## src/rtl/updn_cnt_disp.sv

```systemverilog
// Up/down counter of DIGITS base-RADIX digits, stepped by an auto prescaler or
// a debounced active-low push-button, with a multiplexed seven-segment output.
module updn_cnt_disp #(
  parameter int DIGITS    = 2,
  parameter int RADIX     = 16,
  parameter int AUTO_DIV  = 100000,
  parameter int SCAN_DIV  = 100,
  parameter int DB_CYCLES = 1000
) (
  input  logic                clk,
  input  logic                rst,
  input  logic                mode,
  input  logic                add,
  input  logic                din,
  input  logic                load,
  input  logic [4*DIGITS-1:0] load_val,
  output logic [4*DIGITS-1:0] count,
  output logic                wrap,
  output logic [DIGITS-1:0]   scan,
  output logic [7:0]          dout
);

  localparam int AW = $clog2(AUTO_DIV);
  localparam int SW = (SCAN_DIV > 1) ? $clog2(SCAN_DIV) : 1;
  localparam int DW = $clog2(DB_CYCLES);
  localparam int IW = (DIGITS > 1) ? $clog2(DIGITS) : 1;

  localparam logic [3:0]    DMAX      = 4'(RADIX - 1);
  localparam logic [AW-1:0] AUTO_LAST = AW'(AUTO_DIV - 1);
  localparam logic [SW-1:0] SCAN_LAST = SW'(SCAN_DIV - 1);
  localparam logic [DW-1:0] DB_LAST   = DW'(DB_CYCLES - 1);
  localparam logic [IW-1:0] IDX_LAST  = IW'(DIGITS - 1);

  // Segment encoding {dp,g,f,e,d,c,b,a}, decimal point never lit.
  function automatic logic [7:0] seg7(input logic [3:0] v);
    logic [7:0] s;
    case (v)
      4'h0: s = 8'h3F;
      4'h1: s = 8'h06;
      4'h2: s = 8'h5B;
      4'h3: s = 8'h4F;
      4'h4: s = 8'h66;
      4'h5: s = 8'h6D;
      4'h6: s = 8'h7D;
      4'h7: s = 8'h07;
      4'h8: s = 8'h7F;
      4'h9: s = 8'h6F;
      4'hA: s = 8'h77;
      4'hB: s = 8'h7C;
      4'hC: s = 8'h39;
      4'hD: s = 8'h5E;
      4'hE: s = 8'h79;
      default: s = 8'h71;
    endcase
    return s;
  endfunction

  // Button synchroniser and debouncer state
  logic          sync1_q, sync2_q;
  logic [DW-1:0] db_cnt_q, db_cnt_d;
  logic          db_level_q, db_level_d;
  logic          press;

  // Auto-count prescaler
  logic [AW-1:0] auto_q, auto_d;
  logic          tick;
  logic          step;

  // Counter state
  logic [4*DIGITS-1:0] count_q, count_d;
  logic                wrap_q, wrap_d;
  logic [4*DIGITS-1:0] digit_next;
  logic [4*DIGITS-1:0] digit_sat;
  logic [DIGITS-1:0]   at_limit;

  // Display scan state
  logic [SW-1:0]     scan_cnt_q, scan_cnt_d;
  logic [IW-1:0]     idx_q, idx_d;
  logic [DIGITS-1:0] scan_q, scan_d;
  logic [7:0]        dout_q, dout_d;
  logic [3:0]        digit_sel;

  // Debouncer: accept a level change only after DB_CYCLES disagreeing samples
  always_comb begin
    db_cnt_d   = '0;
    db_level_d = db_level_q;
    press      = 1'b0;
    if (sync2_q != db_level_q) begin
      if (db_cnt_q == DB_LAST) begin
        db_level_d = sync2_q;
        // Only the released(1) -> pressed(0) transition produces a press.
        press      = db_level_q;
      end else begin
        db_cnt_d = db_cnt_q + DW'(1);
      end
    end
  end

  // Auto prescaler and step selection; prescaler is parked at 0 in manual mode
  always_comb begin
    tick   = mode & (auto_q == AUTO_LAST);
    auto_d = (!mode || tick) ? '0 : auto_q + AW'(1);
    step   = mode ? tick : press;
  end

  // Per-digit increment/decrement; carry into a digit needs every lower digit at its limit
  generate
    for (genvar gi = 0; gi < DIGITS; gi++) begin : g_digit
      logic [3:0] cur;
      logic [3:0] lv;
      logic       cin;

      assign cur = count_q[4*gi +: 4];
      assign lv  = load_val[4*gi +: 4];
      assign at_limit[gi] = add ? (cur == DMAX) : (cur == 4'd0);

      if (gi == 0) begin : g_cin0
        assign cin = step;
      end else begin : g_cinn
        assign cin = step & (&at_limit[gi-1:0]);
      end

      assign digit_sat[4*gi +: 4]  = (lv > DMAX) ? DMAX : lv;
      assign digit_next[4*gi +: 4] = !cin ? cur :
                                     add  ? ((cur == DMAX) ? 4'd0 : cur + 4'd1) :
                                            ((cur == 4'd0) ? DMAX : cur - 4'd1);
    end
  endgenerate

  // Counter next state: load beats step, wrap only on a full-range roll-over
  always_comb begin
    count_d = count_q;
    wrap_d  = 1'b0;
    if (load) begin
      count_d = digit_sat;
    end else if (step) begin
      count_d = digit_next;
      wrap_d  = &at_limit;
    end
  end

  // Scan sequencing; dout is taken from the registered count so it trails count by one clk
  always_comb begin
    scan_cnt_d = scan_cnt_q + SW'(1);
    idx_d      = idx_q;
    if (scan_cnt_q == SCAN_LAST) begin
      scan_cnt_d = '0;
      idx_d      = (idx_q == IDX_LAST) ? '0 : idx_q + IW'(1);
    end
    scan_d    = '0;
    digit_sel = '0;
    for (int d = 0; d < DIGITS; d++) begin
      if (idx_d == IW'(d)) begin
        scan_d[d] = 1'b1;
        digit_sel = count_q[4*d +: 4];
      end
    end
    dout_d = seg7(digit_sel);
  end

  // Button path registers
  always_ff @(posedge clk) begin
    if (rst) begin
      sync1_q    <= 1'b1;
      sync2_q    <= 1'b1;
      db_cnt_q   <= '0;
      db_level_q <= 1'b1;
    end else begin
      sync1_q    <= din;
      sync2_q    <= sync1_q;
      db_cnt_q   <= db_cnt_d;
      db_level_q <= db_level_d;
    end
  end

  // Prescaler and counter registers
  always_ff @(posedge clk) begin
    if (rst) begin
      auto_q  <= '0;
      count_q <= '0;
      wrap_q  <= 1'b0;
    end else begin
      auto_q  <= auto_d;
      count_q <= count_d;
      wrap_q  <= wrap_d;
    end
  end

  // Display registers; scan and dout always update together
  always_ff @(posedge clk) begin
    if (rst) begin
      scan_cnt_q <= '0;
      idx_q      <= '0;
      scan_q     <= DIGITS'(1);
      dout_q     <= 8'h3F;
    end else begin
      scan_cnt_q <= scan_cnt_d;
      idx_q      <= idx_d;
      scan_q     <= scan_d;
      dout_q     <= dout_d;
    end
  end

  assign count = count_q;
  assign wrap  = wrap_q;
  assign scan  = scan_q;
  assign dout  = dout_q;

endmodule

```

## config.mk

```make
export PLATFORM = sky130hd
export DESIGN_NAME = updn_cnt_disp
export DESIGN_NICKNAME = d
export VERILOG_FILES = /design/src/rtl/updn_cnt_disp.sv
export SDC_FILE = /design/constraint.sdc
export NUM_CORES = 1
export LEC_CHECK = 0
export ABC_AREA = 0
export BUFFER_PORTS_ARGS = -buffer_cell sky130_fd_sc_hd__buf_2
export CELL_PAD_IN_SITES_DETAIL_PLACEMENT = 0
export CELL_PAD_IN_SITES_GLOBAL_PLACEMENT = 2
export CORE_UTILIZATION = 38
export DETAILED_ROUTE_END_ITERATION = 8
export HOLD_SLACK_MARGIN = 0.03
export MAX_ROUTING_LAYER = met4
export PLACE_DENSITY_LB_ADDON = 0.1
export SLEW_MARGIN = 10
export SYNTH_ARGS = -nofsm -noshare
export SYNTH_HDL_FRONTEND = slang
export SYNTH_SLANG_ARGS = --single-unit
```

## constraint.sdc

```tcl
create_clock -name clk -period 3.44 [get_ports clk]
set_input_delay 0.688 -clock clk [delete_from_list [all_inputs] [get_ports clk]]
set_output_delay 0.688 -clock clk [all_outputs]
set_load 0.05 [all_outputs]
```

==> impl_metrics.ini, run 1 <==
[timing]
clock_skew_ns = 0.0130
finalSetupViolations = 0
max_freq_ghz = 0.374
setup_tns_ns = 0
slew_headroom_pct = 53.1
min_period_over_period_pct = 77.8
timing_hold_violations_final = 0
slew_violations = 0
fin_crit_ns = 2.68
worstMarginPinSlew_ns = 0.702
rsz0062_at_grt = no
whs_ns = 0.436

[critical_path]
cp-end-kind = flop
arrival_ns = 2.90
cp-start-kind = flop
worstPathMaxFanout = 10
required_ns = 3.66
critPathKind = reg -> reg
reg2reg_slack_ns = 0.76
ff2ff_path_depth = 9
startpoint = scan_cnt_q[0]
r2r_end = dout[6]
r2r-start = scan_cnt_q[0]

[die]
placement_rows = 33
dieArea_um2 = 8850
die_height_um = 94.1
die_x_um = 94.1
ios = 33
start_util_pct = 39.2
core_um2 = 8220

[yosys]
synth_adder_area_share_pct = 5.43
ys_types = 68
yosysSeqAreaShare_pct = 34.2
synth_edf_count = 0
synth_compound_area_share_pct = 14.8
synth-xor-area-share_pct = 8.97
yosys.area_share.simple_pct = 28.0
netlist_instances = 382
synth_fp_nets = 410
synth_top_family_by_area = simple AND/OR/NAND/NOR gates
synthMuxAreaShare_pct = 2.80
synth-async-reset-ratio_pct = 0
avgSynthCellArea_um2 = 8.44
ys_warn_count = 0
syn_area_um2 = 3220
ys_ff_latch = 55
yosys_most_used_dff = dfxtp_1

[detailed_routing]
wl_per_cell_um = 14.4
dr.pass1.iters = 4
route.detailed.drc = 0
finalWirelength_um = 7290
drtAntennaViolNets = 0
vias = 2701
avgViaCountPerCell = 5.33
drtIter0Drc = 114

[clock_tree]
cts_resized = 0
clk_pin_slew_ns = 0.11
cts_tree = built
clock-sinks = 55
cts_buffers = 5
cts_root_buffer = clkbuf_8
h-tree-depth = 2
cts.hold.buffers_added = 0
post_cts.repair.setup_buffers = 0
cts_buffer_depth = 2
insertion_delay_ns = 0.31

[global_route]
grt_pass1_wl_um = 12400
antenna_found_initial = 0
grt_use_total_pct = 18.1
grt_max_degree = 26
gr-total-overflow = 0
first_global_vias = 2599

[hold_path]
hold_path_class = reg -> reg
min_delay_path_depth = 1
min_from = sync1_q
whs_endpoint = sync2_q

[power_and_ir_drop]
pwr-share-clk_pct = 29.1
max-vdd-ir-drop_mv = 0.197
power.leakage_uw = 0.00131
p_int_uw = 867
seqPwrFrac_pct = 55.0
pwr-share-comb_pct = 15.9
switching_share_pct = 30.3
switchingPower_uw = 377
power_density_nw_per_um2 = 359
finalPower_uw = 1240

[layout]
layout_common_cells = 55 x dfxtp_1, 54 x nor2_1, 31 x buf_2
final_common_cell = dfxtp_1
nets = 429
fin_cells = 507
utilization_pct = 42.2
nFillCells = 863
antenna_cells = 0
area_growth_pct = 7.65
layout-drive-gt1-share_pct = 14.9

[placement]
dp.cells = 499
numPortBuffers = 31
dp_hpwl_um = 5270
gp_congestion = 0.771

[run]
maxCapViolCount = 0

[outcome]
outcome = finished, final reports clean
## synth_stat cells, types with 3 or more instances
| master | instances | area, um^2 |
|---|---|---|
| a211o_1 | 3 | 26.3 |
| a21o_1 | 4 | 30.0 |
| a21oi_1 | 11 | 55.1 |
| a22oi_1 | 5 | 37.5 |
| and2_1 | 3 | 18.8 |
| and3_1 | 6 | 37.5 |
| and4_1 | 5 | 43.8 |
| buf_2 | 4 | 20.0 |
| buf_4 | 5 | 37.5 |
| buf_6 | 4 | 45.0 |
| clkbuf_1 | 6 | 22.5 |
| dfxtp_1 | 55 | 1100 |
| ha_1 | 14 | 175 |
| inv_1 | 15 | 56.3 |
| mux2_1 | 3 | 33.8 |
| mux2i_1 | 3 | 30.0 |
| nand2_1 | 25 | 93.8 |
| nand2b_1 | 4 | 25.0 |
| nand3_1 | 19 | 95.1 |
| nand4_1 | 5 | 31.3 |
| nor2_1 | 54 | 203 |
| nor2b_1 | 4 | 25.0 |
| nor3_1 | 12 | 60.1 |
| nor4_1 | 5 | 31.3 |
| nor4b_1 | 4 | 35.0 |
| o211ai_1 | 4 | 30.0 |
| o21ai_0 | 13 | 65.1 |
| or4_1 | 4 | 30.0 |
| xnor2_1 | 16 | 140 |
| xor2_1 | 17 | 149 |
## worst max path at each step
stage / slack, ns / end
after floorplan: 1.07 / dout[6]
after global placement: 0.83 / dout[6]
after detailed placement: 0.76 / dout[6]
after CTS: 0.75 / dout[6]
after global routing: 0.48 / dout[6]
final: 0.76 / dout[6]
## cell families after synthesis
logic type      Yosys count
fa+ha+maj                14
compound gates           66
xor+xnor                 33
mux                       8
buf+inv                  35
simple gates            170
other cells               1
flops                    55
## through the flow
stage / area, um^2 / setup WS, ns
5_1_grt: 3470 / 0.484
3_5_place_dp: 3380 / 0.762
2_1_floorplan: 3220 / 1.07
6_report: 3470 / 0.764
3_3_place_gp: 3380 / 0.832
4_1_cts: 3470 / 0.748
## sequential cells by signal, indices dropped and copies added (netlist names)
| signal | count |
|---|---|
| scan_cnt_q | 7 |
| sync2_q | 1 |
| sync1_q | 1 |
| db_level_q | 1 |
| scan | 1 |
| count | 8 |
| idx_q | 1 |
| db_cnt_q | 10 |
| auto_q | 17 |
| dout | 7 |
| wrap | 1 |
## final cells by class
cell class	count	area, um^2	share of cell area [%]
clock buffer	6	72.6	2.09
clock inverter	2	12.5	0.361
inverter	16	60.1	1.73
multi-input combinational	292	1940	55.8
sequential	55	1100	31.7
tap	105	131	3.79
timing repair buffer	31	155	4.47
## layer usage
layer | wire length [um] | GRT usage, % | part of all wire (%)
met2 | 3490 | 30.0 | 48
met4 | 84 | 4.62 | 1.2
met3 | 237 | 2.99 | 3.3
met5 | 0 | - | 0
met1 | 3470 | 23.0 | 48
## power by group through the flow
stage          registers [uW]  logic, uW  clock network (uW)
6_report                  684        198                 362
5_1_grt                   688        218                 406
4_1_cts                   684        199                 386
3_5_place_dp              699        198                   0
3_3_place_gp              700        200                   0
2_1_floorplan             729        123                   0
## worst max-delay path: stages, from the launching register on
cell and delay [ns]:
dfxtp_1 0.37, ha_1 0.26, nand4bb_1 0.37, nor3_4 0.35, nor2_2 0.13, nor2_1 0.14
a21oi_1 0.11, ha_1 0.26, mux2_4 0.26, a2111oi_2 0.34
Power figures use the tool's default switching activity.
==> run 2: changes to the inputs <==
CORE_UTILIZATION = 32   (was 38)
clock period = 2.3 ns   (was 3.44 ns; I/O delays follow)
==> run 2 against run 1 <==
Effect of this change:
- register-to-register slack worse by 0.65 ns
- clock skew down 0.0091 ns
- sequential share of layout area fell by 3.0 points
- critical path type unchanged
- maximum frequency grew 23%
- clock power is 120% higher
- hold slack worse by 0.11 ns
- largest cell class unchanged
- largest power group unchanged
- sequential cell count unchanged
- combinational power up 83%
- first-iteration DRC count decreased by 52%
==> impl_metrics.ini, run 2 (synthesis gave the netlist of run 1 again) <==
[clock_tree]
cts.hold.buffers_added = 0
insertion_delay_ns = 0.31
cts_buffer_depth = 2
cts_root_buffer = clkbuf_8
clock-sinks = 55
clk_pin_slew_ns = 0.11
h-tree-depth = 2
cts_tree = built
cts_buffers = 5

[critical_path]
path_cells = ha_4 > and4bb_4 > a21oi_2 > nor2_4 > nor2_2 > a21o_1 > ha_1 > mux2_4 > a2111oi_4
r2r-start = scan_cnt_q[0]
ff2ff_path_depth = 9
critPathKind = reg -> reg
crit_slowest_cell = dfxtp_2
cp-end-kind = flop
cp-start-kind = flop
reg2reg_slack_ns = 0.12
arrival_ns = 2.41
required_ns = 2.52
r2r_end = dout[6]
cpPeakStageDelay_ns = 0.38
worstPathMaxFanout = 7

[detailed_routing]
finalWirelength_um = 8030
route.detailed.drc = 0
wl_per_cell_um = 14.2
avgViaCountPerCell = 4.91
drtAntennaViolNets = 0
drtIter0Drc = 55
vias = 2783
dr.pass1.iters = 4

[power_and_ir_drop]
switching_share_pct = 28.1
pwr-share-comb_pct = 16.7
switchingPower_uw = 609
seqPwrFrac_pct = 46.2
power_density_nw_per_um2 = 565
max-vdd-ir-drop_mv = 0.268
power.leakage_uw = 0.00150
p_int_uw = 1560
pwr-share-clk_pct = 37.0
finalPower_uw = 2170

[die]
dieArea_um2 = 10500
die_height_um = 102
ios = 33
core_um2 = 9770
placement_rows = 36
die_x_um = 102
start_util_pct = 33.0

[layout]
antenna_cells = 0
multiInputGateArea_um2 = 1970
nets = 461
layout_common_cells = 53 x dfxtp_1, 52 x nor2_1, 32 x buf_4
area_growth_pct = 19.1
layout-drive-gt1-share_pct = 22.6
regArea_um2 = 1100
nFillCells = 1025
final_common_cell = dfxtp_1
top_register = auto_q
largest_register_ffs = 17

[timing]
min_period_over_period_pct = 94.9
worstMarginPinSlew_ns = 0.691
slew_headroom_pct = 53.5
clock_skew_ns = 0.00392
rsz0062_at_grt = no
fin_crit_ns = 2.18
slew_violations = 0
finalSetupViolations = 0
timing_hold_violations_final = 0
whs_ns = 0.324
setup_tns_ns = 0
max_freq_ghz = 0.458

[placement]
gp_congestion = 0.803
numPortBuffers = 31
dp_hpwl_um = 5980

[run]
maxCapViolCount = 0

[global_route]
antenna_found_initial = 0
gr-total-overflow = 0
grt_pass1_wl_um = 13400
grt_max_degree = 19
first_global_vias = 2666
grt_use_total_pct = 16.9

[hold_path]
min_from = din
min_delay_path_depth = 2
whs_endpoint = sync1_q
hold_path_class = in -> reg

[outcome]
outcome = finished, final reports clean
run 2: cell count changes in the layout (fill, tap and decap cells not counted), moves of 2 or more:
cell	previous run	this run
buf_4	0	32
bufinv_16	0	2
dfxtp_1	55	53
dfxtp_2	0	2
nor2_1	54	52
run 2: cell type report:
| class | instances | area share, % |
|---|---|---|
| Multi-Input combinational cell | 292 | 51.4 |
| Inverter | 16 | 1.57 |
| Timing Repair Buffer | 63 | 10.3 |
| Clock inverter | 3 | 1.86 |
| Sequential cell | 55 | 28.8 |
| Tap cell | 133 | 4.34 |
| Clock buffer | 5 | 1.79 |
run 2: critical path, delay by kind of cell (launching register included):
family	cells	cell delay [ns]
flops	1	0.38
mux	1	0.29
fa+ha+maj	2	0.35
compound gates	3	0.58
simple gates	3	0.50
run 2: worst max-delay path by stage:
stage / from / end / slack, ns / cells past startpoint
final: scan_cnt_q[0] / dout[6] / 0.12 / 9
after global routing: scan_cnt_q[0] / dout[6] / 0.004 / 9
after CTS: scan_cnt_q[0] / dout[6] / 0.03 / 9
after detailed placement: scan_cnt_q[0] / dout[6] / 0.06 / 9
after global placement: scan_cnt_q[0] / dout[6] / 0.11 / 9
after floorplan: scan_cnt_q[0] / dout[6] / 0.008 / 10
run 2: repair_timing:
action / in CTS / in global routing
buffers inserted: 0 / 2
setup endpoints to repair: 0 / 6
resized for setup: 0 / 7
run 2: layer usage:
metal / part of all wire, % / GRT usage [%] / routed length (um) / up-vias
met3: 2.5 / 2.80 / 202 / 7
met4: 0.62 / 4.18 / 50 / 0
met2: 49 / 27.1 / 3900 / 29
met1: 48 / 22.0 / 3880 / 1294
met5: 0 / - / 0 / -
li1: - / - / - / 1453
run 2: power by group through the flow:
stage | registers [uW] | clock network [uW] | logic [uW]
floorplan | 1090 | 0 | 184
global placement | 1020 | 0 | 361
detailed placement | 1020 | 0 | 358
CTS | 1000 | 844 | 360
global route | 1010 | 874 | 402
finish | 1000 | 803 | 362
run 2: per-stage QoR:
step / instance area (um^2) / instances / util [%] / setup slack, ns
final: 3840 / 567 / 39.3 / 0.117
after floorplan: 3230 / 382 / - / 0.00791
after global placement: 3650 / 557 / 37.3 / 0.107
after global routing: 3840 / 567 / 39.3 / 0.00412
after detailed placement: 3650 / 557 / 37.3 / 0.0623
after CTS: 3790 / 565 / 38.8 / 0.0280
